`src/rtl/jk_latch_driver.sv`:
```
// Command sequencer for a JK latch stage. Each accepted command becomes a
// timed j/k/enable waveform (setup, pulse, hold). The latch q is then sampled
// and returned with a mismatch flag against the expected JK result.
module jk_latch_driver #(
    parameter int unsigned SETUP_CYC     = 1,
    parameter int unsigned PULSE_CYC     = 1,
    parameter int unsigned HOLD_CYC      = 1,
    // op_count value after reset; zero in normal use
    parameter logic [15:0] OP_COUNT_INIT = 16'h0000
) (
    input  logic        clk,
    input  logic        rst_n,
    input  logic        cmd_valid_i,
    output logic        cmd_ready_o,
    input  logic [1:0]  cmd_i,
    output logic        j_o,
    output logic        k_o,
    output logic        enable_o,
    input  logic        q_in_i,
    output logic        rsp_valid_o,
    input  logic        rsp_ready_i,
    output logic        rsp_q_o,
    output logic        rsp_err_o,
    output logic [15:0] op_count_o
);

    localparam int unsigned CNT_W = 8;
    localparam int unsigned OPC_W = 16;

    localparam logic [CNT_W-1:0] SETUP_LD = CNT_W'(SETUP_CYC - 1);
    localparam logic [CNT_W-1:0] PULSE_LD = CNT_W'(PULSE_CYC - 1);
    localparam logic [CNT_W-1:0] HOLD_LD  = CNT_W'(HOLD_CYC - 1);
    localparam logic [OPC_W-1:0] OPC_MAX  = {OPC_W{1'b1}};

    typedef enum logic [2:0] {
        IDLE   = 3'd0,
        SETUP  = 3'd1,
        PULSE  = 3'd2,
        HOLD   = 3'd3,
        SAMPLE = 3'd4,
        RESP   = 3'd5
    } state_e;

    state_e             state_q;
    logic [CNT_W-1:0]   cnt_q;
    logic               cmd_ready_q;
    logic               j_q;
    logic               k_q;
    logic               enable_q;
    logic               rsp_valid_q;
    logic               rsp_q_q;
    logic               rsp_err_q;
    logic               last_q_q;
    logic               known_q;
    logic [OPC_W-1:0]   op_count_q;

    logic               expect_d;
    logic               defined_d;
    logic               err_d;

    // Expected latch output for the captured command and the resulting mismatch flag
    always_comb begin
        expect_d  = 1'b0;
        defined_d = 1'b1;
        unique case ({j_q, k_q})
            2'b01:   expect_d = 1'b0;
            2'b10:   expect_d = 1'b1;
            2'b00:   begin expect_d = last_q_q;  defined_d = known_q; end
            default: begin expect_d = ~last_q_q; defined_d = known_q; end
        endcase
        err_d = defined_d & (q_in_i ^ expect_d);
    end

    // Sequencer FSM with registered latch drives and response outputs
    always_ff @(posedge clk or negedge rst_n) begin
        if (!rst_n) begin
            state_q     <= IDLE;
            cnt_q       <= '0;
            cmd_ready_q <= 1'b1;
            j_q         <= 1'b0;
            k_q         <= 1'b0;
            enable_q    <= 1'b0;
            rsp_valid_q <= 1'b0;
            rsp_q_q     <= 1'b0;
            rsp_err_q   <= 1'b0;
            last_q_q    <= 1'b0;
            known_q     <= 1'b0;
            op_count_q  <= OP_COUNT_INIT;
        end else begin
            unique case (state_q)
                IDLE: begin
                    if (cmd_valid_i && cmd_ready_q) begin
                        j_q         <= cmd_i[1];
                        k_q         <= cmd_i[0];
                        cnt_q       <= SETUP_LD;
                        cmd_ready_q <= 1'b0;
                        state_q     <= SETUP;
                    end
                end
                SETUP: begin
                    if (cnt_q == '0) begin
                        enable_q <= 1'b1;
                        cnt_q    <= PULSE_LD;
                        state_q  <= PULSE;
                    end else begin
                        cnt_q <= cnt_q - CNT_W'(1);
                    end
                end
                PULSE: begin
                    if (cnt_q == '0) begin
                        enable_q <= 1'b0;
                        cnt_q    <= HOLD_LD;
                        state_q  <= HOLD;
                    end else begin
                        cnt_q <= cnt_q - CNT_W'(1);
                    end
                end
                HOLD: begin
                    if (cnt_q == '0) begin
                        state_q <= SAMPLE;
                    end else begin
                        cnt_q <= cnt_q - CNT_W'(1);
                    end
                end
                SAMPLE: begin
                    rsp_q_q     <= q_in_i;
                    rsp_err_q   <= err_d;
                    last_q_q    <= q_in_i;
                    known_q     <= 1'b1;
                    rsp_valid_q <= 1'b1;
                    j_q         <= 1'b0;
                    k_q         <= 1'b0;
                    state_q     <= RESP;
                end
                RESP: begin
                    if (rsp_ready_i) begin
                        rsp_valid_q <= 1'b0;
                        cmd_ready_q <= 1'b1;
                        state_q     <= IDLE;
                        if (op_count_q != OPC_MAX) begin
                            op_count_q <= op_count_q + OPC_W'(1);
                        end
                    end
                end
                default: begin
                    j_q         <= 1'b0;
                    k_q         <= 1'b0;
                    enable_q    <= 1'b0;
                    rsp_valid_q <= 1'b0;
                    cmd_ready_q <= 1'b1;
                    state_q     <= IDLE;
                end
            endcase
        end
    end

    assign cmd_ready_o = cmd_ready_q;
    assign j_o         = j_q;
    assign k_o         = k_q;
    assign enable_o    = enable_q;
    assign rsp_valid_o = rsp_valid_q;
    assign rsp_q_o     = rsp_q_q;
    assign rsp_err_o   = rsp_err_q;
    assign op_count_o  = op_count_q;

endmodule

```
`config.mk`:
```
export PLATFORM = sky130hd
export DESIGN_NAME = jk_latch_driver
export DESIGN_NICKNAME = d
export VERILOG_FILES = /design/src/rtl/jk_latch_driver.sv
export SDC_FILE = /design/constraint.sdc
export NUM_CORES = 1
export LEC_CHECK = 0
export BUFFER_PORTS_ARGS = -buffer_cell sky130_fd_sc_hd__buf_2
export CAP_MARGIN = 5
export CORE_MARGIN = 2
export CORE_UTILIZATION = 30
export DETAILED_ROUTE_END_ITERATION = 7
export PLACE_DENSITY = 0.52
export SYNTH_ARGS = -nofsm -noshare
export SYNTH_HDL_FRONTEND = slang
export SYNTH_SLANG_ARGS = --single-unit
```
`constraint.sdc`:
```
create_clock -name clk -period 1.8 [get_ports clk]
set_input_delay 0.45 -clock clk [delete_from_list [all_inputs] [get_ports clk]]
set_output_delay 0.45 -clock clk [all_outputs]
set_load 0.02 [all_outputs]
```
==> tab_implementation.tex <==
\begin{tabular}{lr}
\hline
Metric & Value \\
\hline
\multicolumn{2}{l}{\textbf{Layout}} \\
Fraction of final layout cells with drive strength greater than 1 & 36.9\% \\
Number of nets in the final layout & 250 \\
ANT cells & 0 \\
Area of all placed cells without fillers & 2500 um2 \\
Layout area overhead & 31.1\% \\
Layout Utilization & 40.0\% \\
\multicolumn{2}{l}{\textbf{Worst setup path}} \\
Crit path max-delay cell type & or4\_4 \\
Type of origin of the critical path & flip-flop \\
Sum of buffers and inverters on the critical path & 0 \\
Cell family contributing the most delay on the critical path & compound AO/OA/AOI/OAI gates \\
Top fanout value on the critical path & 6 \\
Cell-by-cell listing of the critical path & or4\_4 -> o31ai\_4 -> o311a\_4 -> o21ba\_1 \\
Kind of end point of the critical path & flip-flop \\
Required time reported for the critical path endpoint & 1.97 ns \\
Crit path kind & flip-flop to flip-flop \\
Delay of the slowest cell on the worst path & 0.62 ns \\
Data arrival, critical path & 1.94 ns \\
\multicolumn{2}{l}{\textbf{Power}} \\
Internal portion of total power & 1.35 mW \\
Peak supply drop & 0.315 mV \\
Combinational power share & 1.9\% \\
Leakage power & 1.26 nW \\
Net switching fraction of the power & 18.9\% \\
Areal power density over the cells & 667 nW/um2 \\
Relative contribution of the clock network to total power & 50.9\% \\
Switching power & 315 uW \\
Power share of the sequential group & 47.2\% \\
\multicolumn{2}{l}{\textbf{Run}} \\
Max-Cap Viols & 0 \\
\multicolumn{2}{l}{\textbf{CTS}} \\
TritonCTS clock tree & built \\
Number of buffers created by CTS & 5 \\
Cts hold-fix bufs & 0 \\
Clock net sink count & 35 \\
CTS root buf & clkbuf\_8 \\
Clock slew at reported path FFs & 0.08 ns \\
Clk buf depth & 2 \\
Deepest level of the CTS H-tree & 2 \\
Worst-skew pair later-pin latency & 0.29 ns \\
\multicolumn{2}{l}{\textbf{Yosys}} \\
Syn. warnings & 0 \\
Synthesized area divided by synthesized cell count & 10.2 um2 \\
Mapped cell area & 1900 um2 \\
Prevailing post-synth register cell & dfrtp\_1 \\
Post-Synthesis Net Count & 197 \\
Compound-cell area share of the yosys netlist & 15.2\% \\
Share of synthesized area occupied by flip-flops and latches & 46.1\% \\
Async set or reset register ratio after synthesis & 100\% \\
Multiplexer share of the synthesized area & 1.18\% \\
Synthesized instance count & 187 \\
Post-synthesis adder-cell area fraction & 1.97\% \\
Dominant combinational cell family by area after synthesis & simple AND/OR/NAND/NOR gates \\
Post-synthesis register bit count & 35 \\
EDFF count, synth & 0 \\
Count of cell types in the netlist & 51 \\
Xor/xnor share of the synthesized area & 7.82\% \\
Simple logic cell fraction of the synthesized area & 22.1\% \\
\multicolumn{2}{l}{\textbf{Route}} \\
DRC Markers & 0 \\
Vias after detailed routing & 1,564 \\
Number of design-rule violations left by the first detailed-router iteration & 83 \\
Drt first pass iters & 4 \\
Post-Route WL & 4130 um \\
Per-cell routed wire length & 13.0 um \\
Number of routed nets with antenna violations & 0 \\
Ratio of routed vias to standard cells & 4.92 \\
\multicolumn{2}{l}{\textbf{GRT}} \\
First-pass GRT wire length & 7210 um \\
Overall track demand over capacity in global routing & 12.6\% \\
Initial antenna violation count & 0 \\
Via count of the first global-routing pass & 1,494 \\
Total overflow reported by the global router & 0 \\
Pin count of the biggest net entering global routing & 20 \\
\multicolumn{2}{l}{\textbf{STA}} \\
Number of setup violations in the final report & 0 \\
Minimum clock period & 1.77 ns \\
Slew at the pin with the worst max-slew slack & 0.470 ns \\
Clock Skews & 0.0112 ns \\
Final max-slew violation count & 0 \\
F\_max & 565 MHz \\
Worst relative slew slack & 68.6\% \\
Final count of hold timing violations & 0 \\
Part of the cycle the worst path needs & 98.3\% \\
Setup repair after global routing missed its margin & true \\
\multicolumn{2}{l}{\textbf{Placement}} \\
Area post-placement & 2270 um2 \\
Final HPWL DP & 3080 um \\
RD Place Congestion & 0.805 \\
Count of input and output buffers & 29 \\
\multicolumn{2}{l}{\textbf{Floorplanning}} \\
Overall die width & 83.7 um \\
Floorplan die area & 7000 um2 \\
Die Y & 83.7 um \\
Initial core utilization & 30.5\% \\
Number of placed I/O pins & 30 \\
Placeable Area & 6240 um2 \\
Floorplan row count & 29 \\
\multicolumn{2}{l}{\textbf{Status}} \\
Outcome & completed \\
\multicolumn{2}{l}{\textbf{Worst hold path}} \\
Hold crit path type & primary input to async pin \\
\hline
\end{tabular}
area by class of cell:
type / count / area, um2
multi-input combinational: 136 / 1000
fill: 636 / 3740
timing repair buffer: 55 / 360
clock buffer: 6 / 72.6
clock inverter: 2 / 60.1
sequential: 35 / 878
tap: 77 / 96.3
inverter: 7 / 26.3
what timing repair did:
action                                  in CTS  in global routing
hold endpoints to repair                     0                  0
endpoints found under the setup margin       6                 13
resized for setup                            3                 17
pin swaps                                    1                  5
buffers inserted                             0                  1
power by group through the flow:
stage | Combinational, mW | Clock (mW) | Sequential (mW)
floorplan | 0.00255 | 0 | 0.801
finish | 0.0322 | 0.847 | 0.786
detailed placement | 0.0346 | 0 | 0.801
global placement | 0.0348 | 0 | 0.801
CTS | 0.0346 | 0.861 | 0.786
global route | 0.0386 | 0.899 | 0.786
logic make-up after synthesis:
group,after synthesis
AO/OA/AOI/OAI,40
XOR/XNOR,17
adder cells (fa/ha/maj),3
buffers and inverters,16
flip-flops,35
multiplexers,2
AND/OR/NAND/NOR,74
cells in the mapped netlist (2+ instances only):
library cell	n	area, um2
dfrtp_1	34	851
xor2_1	15	131
nand2_1	14	52.6
nor2_1	13	48.8
nor3_1	10	50.1
o21ai_0	9	45.0
a21oi_1	7	35.0
inv_1	7	26.3
nand3_1	7	35.0
or3_2	5	37.5
clkbuf_1	4	15.0
and4_1	3	26.3
ha_1	3	37.5
nand4_1	3	18.8
nor3b_1	3	22.5
o22a_1	3	26.3
a22oi_1	2	15.0
and3_1	2	12.5
buf_2	2	10.0
buf_6	2	22.5
mux2_2	2	22.5
nand4b_1	2	17.5
nor2b_1	2	12.5
nor4_1	2	12.5
o22ai_1	2	12.5
o2bb2ai_1	2	17.5
o41ai_1	2	17.5
xnor2_1	2	17.5
layer usage:
layer | part of all wire (%) | wire length (um) | global-route usage [%]
met1 | 50 | 2080 | 18.0
met2 | 45 | 1840 | 18.7
met3 | 3.7 | 153 | 3.07
met4 | 1.3 | 54 | 4.40
met5 | 0 | 0 | 0
worst paths after layout:
check                                                start                    endpoint  slack (ns)  depth (start not counted)
min in group clk                                    q_in_i        last_q_q$_DFFE_PN0P_        0.45                          3
worst min-delay path                                 rst_n  op_count_o[15]$_DFFE_PN0P_        0.07                          1
worst min register to register  op_count_o[15]$_DFFE_PN0P_  op_count_o[15]$_DFFE_PN0P_        0.48                          1
worst max register to register        cnt_q[4]$_DFFE_PN0P_        cnt_q[3]$_DFFE_PN0P_        0.03                          4
max in group asynchronous                            rst_n     cmd_ready_o$_DFFE_PN1P_        1.20                          2
worst max-delay path                  cnt_q[4]$_DFFE_PN0P_        cnt_q[3]$_DFFE_PN0P_        0.03                          4
layout by cell type (no fill, tap or decap), drive strengths merged, types with 2 or more instances in the layout:
cell	instances
nor3b	3
dfrtp	34
o22a	3
o2bb2ai	2
o22ai	2
o21ba	2
o41ai	2
bufinv	2
nand2	14
nor4	2
nor3	12
nand4	3
inv	7
nor2	13
a22oi	2
clkbuf	6
or3	5
xnor2	2
nor2b	2
mux2	2
xor2	15
nand3	7
o21ai	9
buf	55
nand4b	2
and3	2
ha	3
and4	3
a21oi	7
worst register-to-register path, cell delays in order, from the launching register on:
cell     delay (ns)
dfrtp_1        0.37
or4_4          0.62
o31ai_4        0.26
o311a_4        0.27
o21ba_1        0.15
per-stage QoR:
step	worst slack [ns]	total power [mW]	hold WS, ns	setup TNS (ns)	instances
after floorplan	0.00603	0.804	0.154	0	187
after global placement	-0.0385	0.836	0.402	-0.0385	309
after detailed placement	-0.110	0.836	0.401	-0.170	309
after CTS	0.0158	1.68	0.0899	0	317
after global routing	-0.0238	1.72	0.0983	-0.0539	318
final	0.0308	1.67	0.0713	0	318
sequential cells by signal, indices dropped and copies added (netlist names):
| register | flops |
|---|---|
| state_q | 3 |
| op_count_o | 16 |
| cnt_q | 8 |
| cmd_ready_o | 1 |
| last_q_q | 1 |
| k_o | 1 |
| j_o | 1 |
| rsp_valid_o | 1 |
| known_q | 1 |
| enable_o | 1 |
| rsp_err_o | 1 |
(Power assumes the default switching activity.)
